<file path="src/rtl/select_debouncer_pkg.sv">
// Shared types and constants for the select-line debouncer and its benches.
package select_debouncer_pkg;

  typedef enum logic {
    IDLE,
    SETTLE
  } state_t;

  localparam int unsigned DEF_DEBOUNCE_CYCLES = 1000;
  localparam int unsigned SIM_DEBOUNCE_CYCLES = 4;

endpackage

</file>
<file path="src/rtl/select_debouncer_sync2.sv">
// Parameterised-width two-flop synchroniser, async active-low reset to 0.
module sync2 #(
  parameter int unsigned WIDTH = 1
) (
  input  logic             clk,
  input  logic             rst_n,
  input  logic [WIDTH-1:0] d,
  output logic [WIDTH-1:0] q
);

  logic [WIDTH-1:0] stage1;

  always_ff @(posedge clk or negedge rst_n) begin
    if (!rst_n) begin
      stage1 <= '0;
      q      <= '0;
    end else begin
      stage1 <= d;
      q      <= stage1;
    end
  end

endmodule

</file>
<file path="src/rtl/select_debouncer.sv">
// Synchronises and word-debounces the divider select bus; commits a new code
// only after it has been stable for DEBOUNCE_CYCLES cycles.
module select_debouncer
  import select_debouncer_pkg::*;
#(
  parameter int unsigned WIDTH           = 8,
  parameter int unsigned DEBOUNCE_CYCLES = DEF_DEBOUNCE_CYCLES
) (
  input  logic             clk,
  input  logic             rst_n,
  input  logic             ena,
  input  logic [WIDTH-1:0] sw_in,
  output logic [WIDTH-1:0] sel_out,
  output logic             sel_valid,
  output logic             sel_busy
);

  localparam int unsigned CNT_W = $clog2(DEBOUNCE_CYCLES + 1);
  localparam logic [CNT_W-1:0] CNT_LAST = CNT_W'(DEBOUNCE_CYCLES - 1);

  if (DEBOUNCE_CYCLES < 1) begin : g_bad_debounce
    $error("select_debouncer: DEBOUNCE_CYCLES must be >= 1");
  end

  logic [WIDTH-1:0] sync_q;
  logic [WIDTH-1:0] cand, cand_next;
  logic [CNT_W-1:0] cnt, cnt_next;
  state_t           state, state_next;
  logic             commit;
  logic [WIDTH-1:0] sel_out_d;
  logic             sel_valid_d;
  logic             sel_busy_d;

  sync2 #(.WIDTH(WIDTH)) u_sync (
    .clk   (clk),
    .rst_n (rst_n),
    .d     (sw_in),
    .q     (sync_q)
  );

  always_ff @(posedge clk or negedge rst_n) begin
    if (!rst_n) begin
      state     <= IDLE;
      cand      <= '0;
      cnt       <= '0;
      sel_out   <= '0;
      sel_valid <= 1'b0;
      sel_busy  <= 1'b0;
    end else begin
      state     <= state_next;
      cand      <= cand_next;
      cnt       <= cnt_next;
      sel_out   <= sel_out_d;
      sel_valid <= sel_valid_d;
      sel_busy  <= sel_busy_d;
    end
  end

  // A bounce back to the committed word is taken as a new candidate first,
  // so the return to IDLE happens one cycle later without a pulse.
  always_comb begin
    state_next = state;
    cand_next  = cand;
    cnt_next   = cnt;
    commit     = 1'b0;
    if (!ena) begin
      state_next = IDLE;
      cnt_next   = '0;
    end else begin
      unique case (state)
        IDLE: begin
          if (sync_q != sel_out) begin
            cand_next  = sync_q;
            cnt_next   = '0;
            state_next = SETTLE;
          end
        end
        SETTLE: begin
          if (sync_q != cand) begin
            cand_next = sync_q;
            cnt_next  = '0;
          end else if (cand == sel_out) begin
            state_next = IDLE;
          end else if (cnt == CNT_LAST) begin
            commit     = 1'b1;
            state_next = IDLE;
          end else begin
            cnt_next = cnt + CNT_W'(1);
          end
        end
        default: state_next = IDLE;
      endcase
    end
  end

  always_comb begin
    sel_out_d   = commit ? cand : sel_out;
    sel_valid_d = commit;
    sel_busy_d  = (state_next == SETTLE);
  end

endmodule

</file>
<file path="config.mk">
export PLATFORM = sky130hd
export DESIGN_NAME = select_debouncer
export DESIGN_NICKNAME = d
export VERILOG_FILES = /design/src/rtl/select_debouncer_pkg.sv /design/src/rtl/select_debouncer_sync2.sv /design/src/rtl/select_debouncer.sv
export SDC_FILE = /design/constraint.sdc
export NUM_CORES = 1
export LEC_CHECK = 0
export ABC_AREA = 1
export CAP_MARGIN = 20
export CORE_ASPECT_RATIO = 1.5
export CORE_UTILIZATION = 53
export CTS_BUF_LIST = sky130_fd_sc_hd__clkbuf_4 sky130_fd_sc_hd__clkbuf_8
export DETAILED_ROUTE_END_ITERATION = 10
export PLACE_DENSITY = 0.85
export SYNTH_ARGS = -nofsm -noshare
export SYNTH_HDL_FRONTEND = slang
export SYNTH_SLANG_ARGS = --single-unit
</file>
<file path="constraint.sdc">
create_clock -name clk -period 1.4 [get_ports clk]
set_input_delay 0.42 -clock clk [delete_from_list [all_inputs] [get_ports clk]]
set_output_delay 0.42 -clock clk [all_outputs]
set_load 0.02 [all_outputs]
</file>
==> Word level (Yosys, flattened, before mapping) <==
Cells that the tools add are included.
{ "totals": {"in_bits": 11, "reg_bits": 44, "output_inout_bits": 10} }
{ "op_classes": {"add_sub_neg": 1, "muxes": 20, "n_bitwise": 1, "eq_ne": 9, "reduce_logical": 2} }
{ "op_table": {"columns": ["op", "count"], "rows": [
  ["2-to-1 mux 10 bit", 5],
  ["case mux 10 bit (2 select lines)", 1],
  ["2-to-1 mux 8 bit", 2],
  ["inequality test 8 bit", 2],
  ["case mux 8 bit (2 select lines)", 1],
  ["adder 10 x 1 -> 10 bit (second input constant)", 1],
  ["equality test 10 bit (second input constant)", 1],
  ["2-to-1 mux 1 bit", 10],
  ["equality test 8 bit", 1],
  ["inequality test 4 bit (second input constant)", 2],
  ["AND reduction 3 bit", 2],
  ["inequality test 3 bit (second input constant)", 1],
  ["inequality test 2 x 1 -> 1 bit (second input constant)", 1],
  ["inequality test 2 bit (second input constant)", 1],
  ["case mux 1 bit (2 select lines)", 1],
  ["inverter 1 bit", 1]
]} }

==> Logic depth before layout (Yosys ltp) <==
Gate-level depths: netlist of the first run.
{ "logic_depth": {"depth_word": 6, "ltp_mapped": 11} }

==> Hierarchy <==
Synthesis of the first run repeated with hierarchy kept, for this count alone.
{ "hier_totals": {"cells_unflattened": 238, "hier_area_um2": 2157.1} }
{ "by_module_without_submodules": {"columns": ["module", "area_per_inst_um2", "cells_per_inst", "instances"], "rows": [
  ["select_debouncer", 1756.7, 222, 1],
  ["sync2", 400.4, 16, 1]
]} }

==> Worst setup path before layout of the first run <==
Ideal clock, no wire load.
{ "synth_path": {"kind": "reg2reg", "from": "register sel_out[4]", "to": "register cnt[1]", "setup_ps": 118, "required_ps": 1282, "path_buffers": 1, "stages_incl_launch_ff": 11, "arrival_time_ps": 1348, "path_slack_ps": -66, "path_cell_list": "dfrtp_1 -> inv_1 -> nand2_1 -> nand2_1 -> nor2_1 -> nand2_1 -> nor2_1 -> nand3_1 -> buf_2 -> nand4_1 -> nand2_1"} }
{ "synth_between": {"elab_chain_len": 3} }
{ "synth_lines": {"columns": ["item", "line_no", "source"], "rows": [
  ["start: declaration", "select_debouncer.sv:13", "output logic [WIDTH-1:0] sel_out,"],
  ["start signal: assignment", "select_debouncer.sv:53", "sel_out <= sel_out_d;"],
  ["equality test 8 bit or inequality test 8 bit (tied branches)", "select_debouncer.sv:82, select_debouncer.sv:72", null],
  ["inequality test 4 bit (no source line) or inequality test 3 bit (tied branches)", null, null],
  ["AND reduction 3 bit (no source line) (*)", null, null],
  ["end signal: assignment", "select_debouncer.sv:52", "cnt <= cnt_next;"],
  ["end: declaration", "select_debouncer.sv:27", "logic [CNT_W-1:0] cnt, cnt_next;"]
]} }
Mark *: on every way between the ends. The rest lies on a longest branch, timed or not.
A chain may end at the register's enable or synchronous reset.

==> Final worst setup path of the first run <==
{ "layout_path": {"from": "register cand[3]", "to": "register sel_out[4]"} }
{ "layout_between": {"elab_chain_len": 5} }
{ "layout_lines": {"columns": ["item", "line_no", "source"], "rows": [
  ["start: declaration", "select_debouncer.sv:26", "logic [WIDTH-1:0] cand, cand_next;"],
  ["start signal: assignment", "select_debouncer.sv:51", "cand <= cand_next;"],
  ["equality test 8 bit", "select_debouncer.sv:82", "end else if (cand == sel_out) begin"],
  ["2-to-1 mux 1 bit", "select_debouncer.sv:82", null],
  ["2-to-1 mux 1 bit (*)", "select_debouncer.sv:79", "if (sync_q != cand) begin"],
  ["2-to-1 mux 1 bit (*)", "select_debouncer.sv:70", "unique case (state)"],
  ["2-to-1 mux 1 bit (*)", "select_debouncer.sv:66", "if (!ena) begin"]
]} }
Marked as above.

==> results of run 1 <==
final timing paths:
kind,startpoint,depth (start not counted),end
worst max-delay path,cand[3],11,sel_out[4]
max in group asynchronous,rst_n,2,sel_out[7]
min in group clk,u_sync.stage1[5],0,u_sync.q[5]
worst min register to register,u_sync.stage1[5],0,u_sync.q[5]
worst max register to register,cand[3],11,sel_out[4]
worst min-delay path,rst_n,2,u_sync.stage1[2]
registers in the layout (all words and copies together) (netlist names):
signal         cells
u_sync.stage1      8
state              1
sel_out            8
cand               8
sel_valid          1
u_sync.q           8
cnt               10
repair_timing:
| action | 4_1_cts | 5_1_grt |
|---|---|---|
| gates cloned | 0 | 1 |
| hold buffers | 0 | 0 |
| setup buffers | 3 | 2 |
| endpoints found under the setup margin | 38 | 30 |
| resized for setup | 55 | 21 |
| pin swaps | 3 | 3 |
cells in the mapped netlist:
| library cell | number | share of area [%] |
|---|---|---|
| a21oi_1 | 2 | 0.47 |
| buf_2 | 1 | 0.23 |
| buf_6 | 2 | 1.1 |
| dfrtp_1 | 44 | 51 |
| ha_1 | 1 | 0.58 |
| inv_1 | 30 | 5.3 |
| inv_2 | 1 | 0.17 |
| nand2_1 | 97 | 17 |
| nand2_4 | 2 | 1.1 |
| nand3_1 | 17 | 4.0 |
| nand3_2 | 1 | 0.47 |
| nand3_4 | 1 | 0.82 |
| nand4_1 | 7 | 2.0 |
| nor2_1 | 20 | 3.5 |
| nor2_2 | 2 | 0.58 |
| nor2_4 | 1 | 0.53 |
| nor3_1 | 3 | 0.70 |
| o21ai_0 | 13 | 3.0 |
| o21ai_1 | 1 | 0.23 |
| o21ai_2 | 1 | 0.41 |
| xnor2_1 | 12 | 4.9 |
| xor2_1 | 4 | 1.6 |
layout make-up:
cell class	instances	area, sq um	area share, %
inverters	31	116	3.94
multi-input cells	185	1000	33.8
clock buffers	6	82.6	2.80
flip-flops and latches	44	1110	37.6
repair buffers	65	549	18.6
well taps	45	56.3	1.91
clock inverters	2	38.8	1.31
report_power, final:
part	internal [W]	switching [W]	leakage [nW]
registers	0.00132	0.0000486	0.524
logic	0.000177	0.000155	0.891
clock network	0.000583	0.000441	0.0614
per-layer routing:
| metal | part of all wire (%) | track usage [%] | up-vias |
|---|---|---|---|
| li1 | - | - | 954 |
| met1 | 38 | 27.4 | 939 |
| met2 | 55 | 47.3 | 57 |
| met3 | 3.1 | 4.95 | 19 |
| met4 | 3.8 | 13.9 | 0 |
| met5 | 0 | 0 | - |
logic make-up after synthesis:
kind of cell / synth area share, %
simple gates: 30.6
flops: 51.4
buf+inv: 6.71
compound gates: 4.14
xor+xnor: 6.54
fa+ha+maj: 0.584
worst max-delay path: stages (launching register included):
cell     delay (ns)
dfrtp_1        0.43
buf_6          0.14
buf_4          0.12
nand2_1        0.05
nand4_1        0.10
nor2_1         0.09
nand2_1        0.11
nand2_2        0.11
nor2_4         0.05
buf_12         0.14
buf_4          0.13
o21ai_2        0.09
placed cells by master, fill, tap and decap left out, drive strengths merged:
master,count
a21oi,2
buf,54
bufinv,1
clkbuf,8
clkdlybuf4s50,9
clkinv,1
dfrtp,44
ha,1
inv,31
nand2,99
nand3,19
nand4,7
nor2,23
nor3,3
o21ai,15
xnor2,12
xor2,4
per-stage QoR:
stage / hold WS [ns] / area, sq um / instances
final: 0.0769 / 2950 / 378
after detailed placement: 0.335 / 2700 / 364
after floorplan: 0.124 / 2150 / 263
after global placement: 0.332 / 2700 / 364
after CTS: 0.0797 / 2860 / 375
after global routing: 0.0956 / 2950 / 378
==> qor.yml, run 1 <==
timing.fmax_ghz: 0.617
num-fill-cells: 258
ys_ff_latch: 44
ys_types: 22
yosysWarnings: 0
drt_iter0_drc: 47
drt-pass1-iter-count: 4
clock-sinks: 44
violations: "setup timing"
wl_per_cell_um: 13.7
area.growth.synth_to_final_pct: 37.8
worstPathMaxFanout: 16
dieArea_sq_um: 4310
grt_max_degree: 45
syn-num-nets: 275
min_period_over_period_pct: 116
vias: 1969
cp-start-kind: "register"
slew_headroom_pct: 80.7
antenna_found_initial: 0
die_h_um: 79.9
period_minus_slack_ns: 1.62
setup_ws_ns: -0.221
routed_wl_mm: 5.20
drc: 0
io_pins: 21
cts_tree: "yes"
fin_nets: 344
hold_viol_final: 0
total_power_w: 0.00272
skew_ns: 0.0108
port_buffers: 20
grt_first_pass_wirelength_mm: 8.03
path_clk_slew_ns: 0.09
hpwl_mm: 3.56
drive_gt1_share_pct: 30.3
worst_pin_slew_ns: 0.287
outcome: "finished, violations left"
setup_viol: 28
initial_core_util_pct: 54.6
crit_type: "reg2reg"
power_leakage_nw: 1.48
clockBufferDepth: 2
hold_path_class: "in2async"
cp_data_required_time_ns: 1.63
drv_slew: 0
arrival_ns: 1.85
worstSetupEndpointType: "register"
core.rowCount: 28
core-area_sq_um: 3920
grt_use_total_pct: 26.4
grt_setup_unrepaired: "yes"
die_w_um: 53.9
cts_made_buffers: 5
clock_latency_ns: 0.30
htree_levels: 2
grt_pass1_vias: 1841
ir_drop_uv: 1040
timing.reg2reg.setup_slack_ns: -0.22
dp_slack_ns: -0.344
avgViaCountPerCell: 5.21
place.gp.congestion: 0.961
powerDensity_nw_per_um2: 921
timing.setup.tns_ns: -4.25
synth.cell_area_sq_um: 2140
avgSynthCellArea_sq_um: 8.15
diodes: 0
drv_cap: 0
antenna_left: 0
finish.utilization_pct: 75.3
overflow: 0
clockRootBuffer: "clkbuf_8"
syn_inst: 263
ys_seq_area_share_pct: 51.4
Power figures use the tool's default switching activity.
==> run 2: changes to the inputs <==
--- a/config.mk
+++ b/config.mk
@@ -7,11 +7,14 @@
 export LEC_CHECK = 0
 export ABC_AREA = 1
 export CAP_MARGIN = 20
+export CELL_PAD_IN_SITES_DETAIL_PLACEMENT = 1
+export CELL_PAD_IN_SITES_GLOBAL_PLACEMENT = 1
 export CORE_ASPECT_RATIO = 1.5
-export CORE_UTILIZATION = 53
+export CORE_UTILIZATION = 40
 export CTS_BUF_LIST = sky130_fd_sc_hd__clkbuf_4 sky130_fd_sc_hd__clkbuf_8
 export DETAILED_ROUTE_END_ITERATION = 10
 export PLACE_DENSITY = 0.85
+export SKIP_LAST_GASP = 1
 export SYNTH_ARGS = -nofsm -noshare
 export SYNTH_HDL_FRONTEND = slang
 export SYNTH_SLANG_ARGS = --single-unit
==> constraint.sdc (replaced) <==
create_clock -name clk -period 1.4 [get_ports clk]
set_input_delay 0.21 -clock clk [delete_from_list [all_inputs] [get_ports clk]]
set_output_delay 0.21 -clock clk [all_outputs]
set_load 0.02 [all_outputs]
==> qor.yml, run 2 (synthesis gave the netlist of run 1 again) <==
place_inst: 394  # +8.2%
r2r_cells: 9  # -2
worstPathMaxFanout: 5  # -11
diodes: 0  # unchanged
clock-sinks: 44  # unchanged
violations: "setup timing"
crit_path_top_delay_cell: "dfrtp_2"
area.growth.synth_to_final_pct: 50.1
hold_viol_final: 0  # unchanged
p_int_w: 0.00225  # +8.1%
path_delay_family: "simple AND/OR/NAND/NOR gates"
timing.reg2reg.setup_slack_ns: -0.33  # -0.11 ns
worstHoldEndpoint: "u_sync.stage1[2]"
fin_nets: 357  # +3.8%
clockRootBuffer: "clkbuf_8"
num-fill-cells: 593  # +130%
fin_hold_ws_ns: 0.336  # +0.259 ns
setup_viol: 28  # unchanged
worst_pin_slew_ns: 0.316  # +0.0290 ns
multi_input_area_sq_um: 1100  # +9.8%
layout_commonest_cell: "nand2_1"
wl_per_cell_um: 20.6  # +50%
p_sw_share_pct: 24.9  # +1.2 points
seqCellArea_sq_um: 1120  # +0.56%
powerDensity_nw_per_um2: 929  # +0.82%
min-delay-start: "sw_in[2]"
grt_setup_unrepaired: "yes"
crit_chain: "buf_4, xnor2_1, nand2_1, nor2_1, nand2_1, nand2_2, nand2_4, nand3_1, nand2_1"
hold_path_class: "in2reg"
vias: 2210  # +12%
cp_num_buf_inv: 1  # -3
grt_first_pass_wirelength_mm: 11.7  # +45%
final_cells: 414  # +9.5%
hold_depth: 1
cts_tree: "yes"
grt_max_degree: 45  # unchanged
path_clk_slew_ns: 0.10  # about the same
worstSetupEndpointType: "register"
crit_top_cell: "nand2_1"
cp-start-kind: "register"
largest_reg_flops: 10  # unchanged
grt_pass1_vias: 2343  # +27%
finish.utilization_pct: 62.3  # -13 points
dp_slack_ns: -0.229  # +0.115 ns
power_frac_seq_pct: 45.9  # -4.3 points
core.rowCount: 32  # +14%
drv_slew: 0  # unchanged
ir_drop_uv: 568  # -45%
worstReg2RegStart: "cand[5]"
place_area_sq_um: 2770  # +2.5%
power.share.combinational_pct: 13.2  # +1.0 points
cts_made_buffers: 5  # unchanged
avgViaCountPerCell: 5.34  # +2.5%
period_minus_slack_ns: 1.73  # +0.112 ns
fin_area_sq_um: 3220  # +8.9%
slew_headroom_pct: 78.8  # -1.9 points
hpwl_mm: 4.73  # +33%
power_leakage_nw: 1.58  # +7.1%
drt_iter0_drc: 93  # +98%
antenna_found_initial: 0  # unchanged
drv_cap: 0  # unchanged
antenna_left: 0  # unchanged
routed_wl_mm: 8.55  # +64%
port_buffers: 20  # unchanged
p_sw_w: 0.000743  # +15%
outcome: "finished, violations left"
initial_core_util_pct: 41.5  # -13 points
io_pins: 21  # unchanged
r2r_end: "cnt[3]"
place.gp.congestion: 0.849  # -12%
regMostFlops: "cnt"
drt-pass1-iter-count: 5  # +1
clockBufferDepth: 2  # unchanged
grt_use_total_pct: 29.4  # +3.0 points
die_h_um: 91.7  # +15%
timing.fmax_ghz: 0.577  # -6.5%
die_w_um: 61.8  # +15%
dieArea_sq_um: 5660  # +31%
max_stage_delay_ns: 0.45  # +0.02 ns
clock_latency_ns: 0.31  # about the same
arrival_ns: 1.93  # +0.08 ns
cp_data_required_time_ns: 1.59  # -0.04 ns
drc: 0  # unchanged
clkPwrFrac_pct: 40.9  # +3.3 points
min_period_over_period_pct: 124  # +8.0 points
htree_levels: 2  # unchanged
drive_gt1_share_pct: 39.6  # +9.3 points
mostFrequentLayoutCells: "nand2_1 (77), buf_4 (45), dfrtp_1 (31), inv_1 (23), nand2_2 (20)"
path_depth: 9  # -2
overflow: 0  # unchanged
core-area_sq_um: 5160  # +32%
skew_ns: 0.0164  # +0.00561 ns
crit_type: "reg2reg"
setup_ws_ns: -0.333  # -0.112 ns
run 2: changes by cell type in the layout (fill, tap and decap cells not counted), sizes merged:
cell	change
dlygate4sd2	+5
clkdlybuf4s15	+2
clkinv	-1
dlygate4sd3	+1
bufinv	+1
buf	+3
nand2	+2
run 2: worst max path at each step:
stage,start,endpoint,slack (ns)
after floorplan,u_sync.q[6],sel_out[3],-0.02
after CTS,u_sync.q[1],sel_out[3],-0.20
after detailed placement,cand[4],sel_out[3],-0.23
after global routing,cand[5],cnt[3],-0.40
final,cand[5],cnt[3],-0.33
after global placement,u_sync.q[4],sel_out[5],-0.15
run 2: power groups by stage:
| stage | clock [W] | combinational [W] | sequential [W] |
|---|---|---|---|
| after floorplan | 0 | 0.000112 | 0.00138 |
| after global placement | 0 | 0.000268 | 0.00138 |
| after detailed placement | 0 | 0.000281 | 0.00138 |
| after CTS | 0.00121 | 0.000322 | 0.00136 |
| after global routing | 0.00127 | 0.000421 | 0.00138 |
| final | 0.00122 | 0.000393 | 0.00137 |
run 2: cell type report:
class | instances | area share [%]
sequential | 44 | 34.7
multi-input combinational | 187 | 34.1
timing repair buffer | 76 | 20.7
inverter | 31 | 3.62
tap | 68 | 2.64
clock buffer | 6 | 2.37
clock inverter | 2 | 1.87
run 2: routing by layer:
layer | vias up | global-route usage (%) | wire [um] | part of all wire, %
met3 | 48 | 5.78 | 272 | 3.2
met1 | 1101 | 28.7 | 3010 | 35
met5 | - | 0 | 0 | 0
met2 | 75 | 52.6 | 4650 | 54
met4 | 0 | 18.5 | 608 | 7.1
li1 | 986 | - | - | -
run 2: repair_timing:
item | 4_1_cts | 5_1_grt
buffers inserted | 2 | 6
endpoints found under the hold margin | 44 | 0
gates cloned | 0 | 3
gates resized for setup | 41 | 55
hold buffers | 1 | 0
setup endpoints to repair | 38 | 33
pin swaps | 4 | 16
run 2: per-stage QoR:
step	TNS (ns)	total power, W
after detailed placement	-5.33	0.00166
after CTS	-4.17	0.00289
final	-7.43	0.00299
after floorplan	-0.108	0.00149
after global placement	-3.24	0.00165
after global routing	-9.43	0.00307
run 2: worst register-to-register path, stage by stage, from the launching register on:
cell and delay, ns:
dfrtp_2 0.45, buf_4 0.15, xnor2_1 0.20, nand2_1 0.11, nor2_1 0.12, nand2_1 0.12, nand2_2 0.16, nand2_4 0.13
nand3_1 0.12, nand2_1 0.07
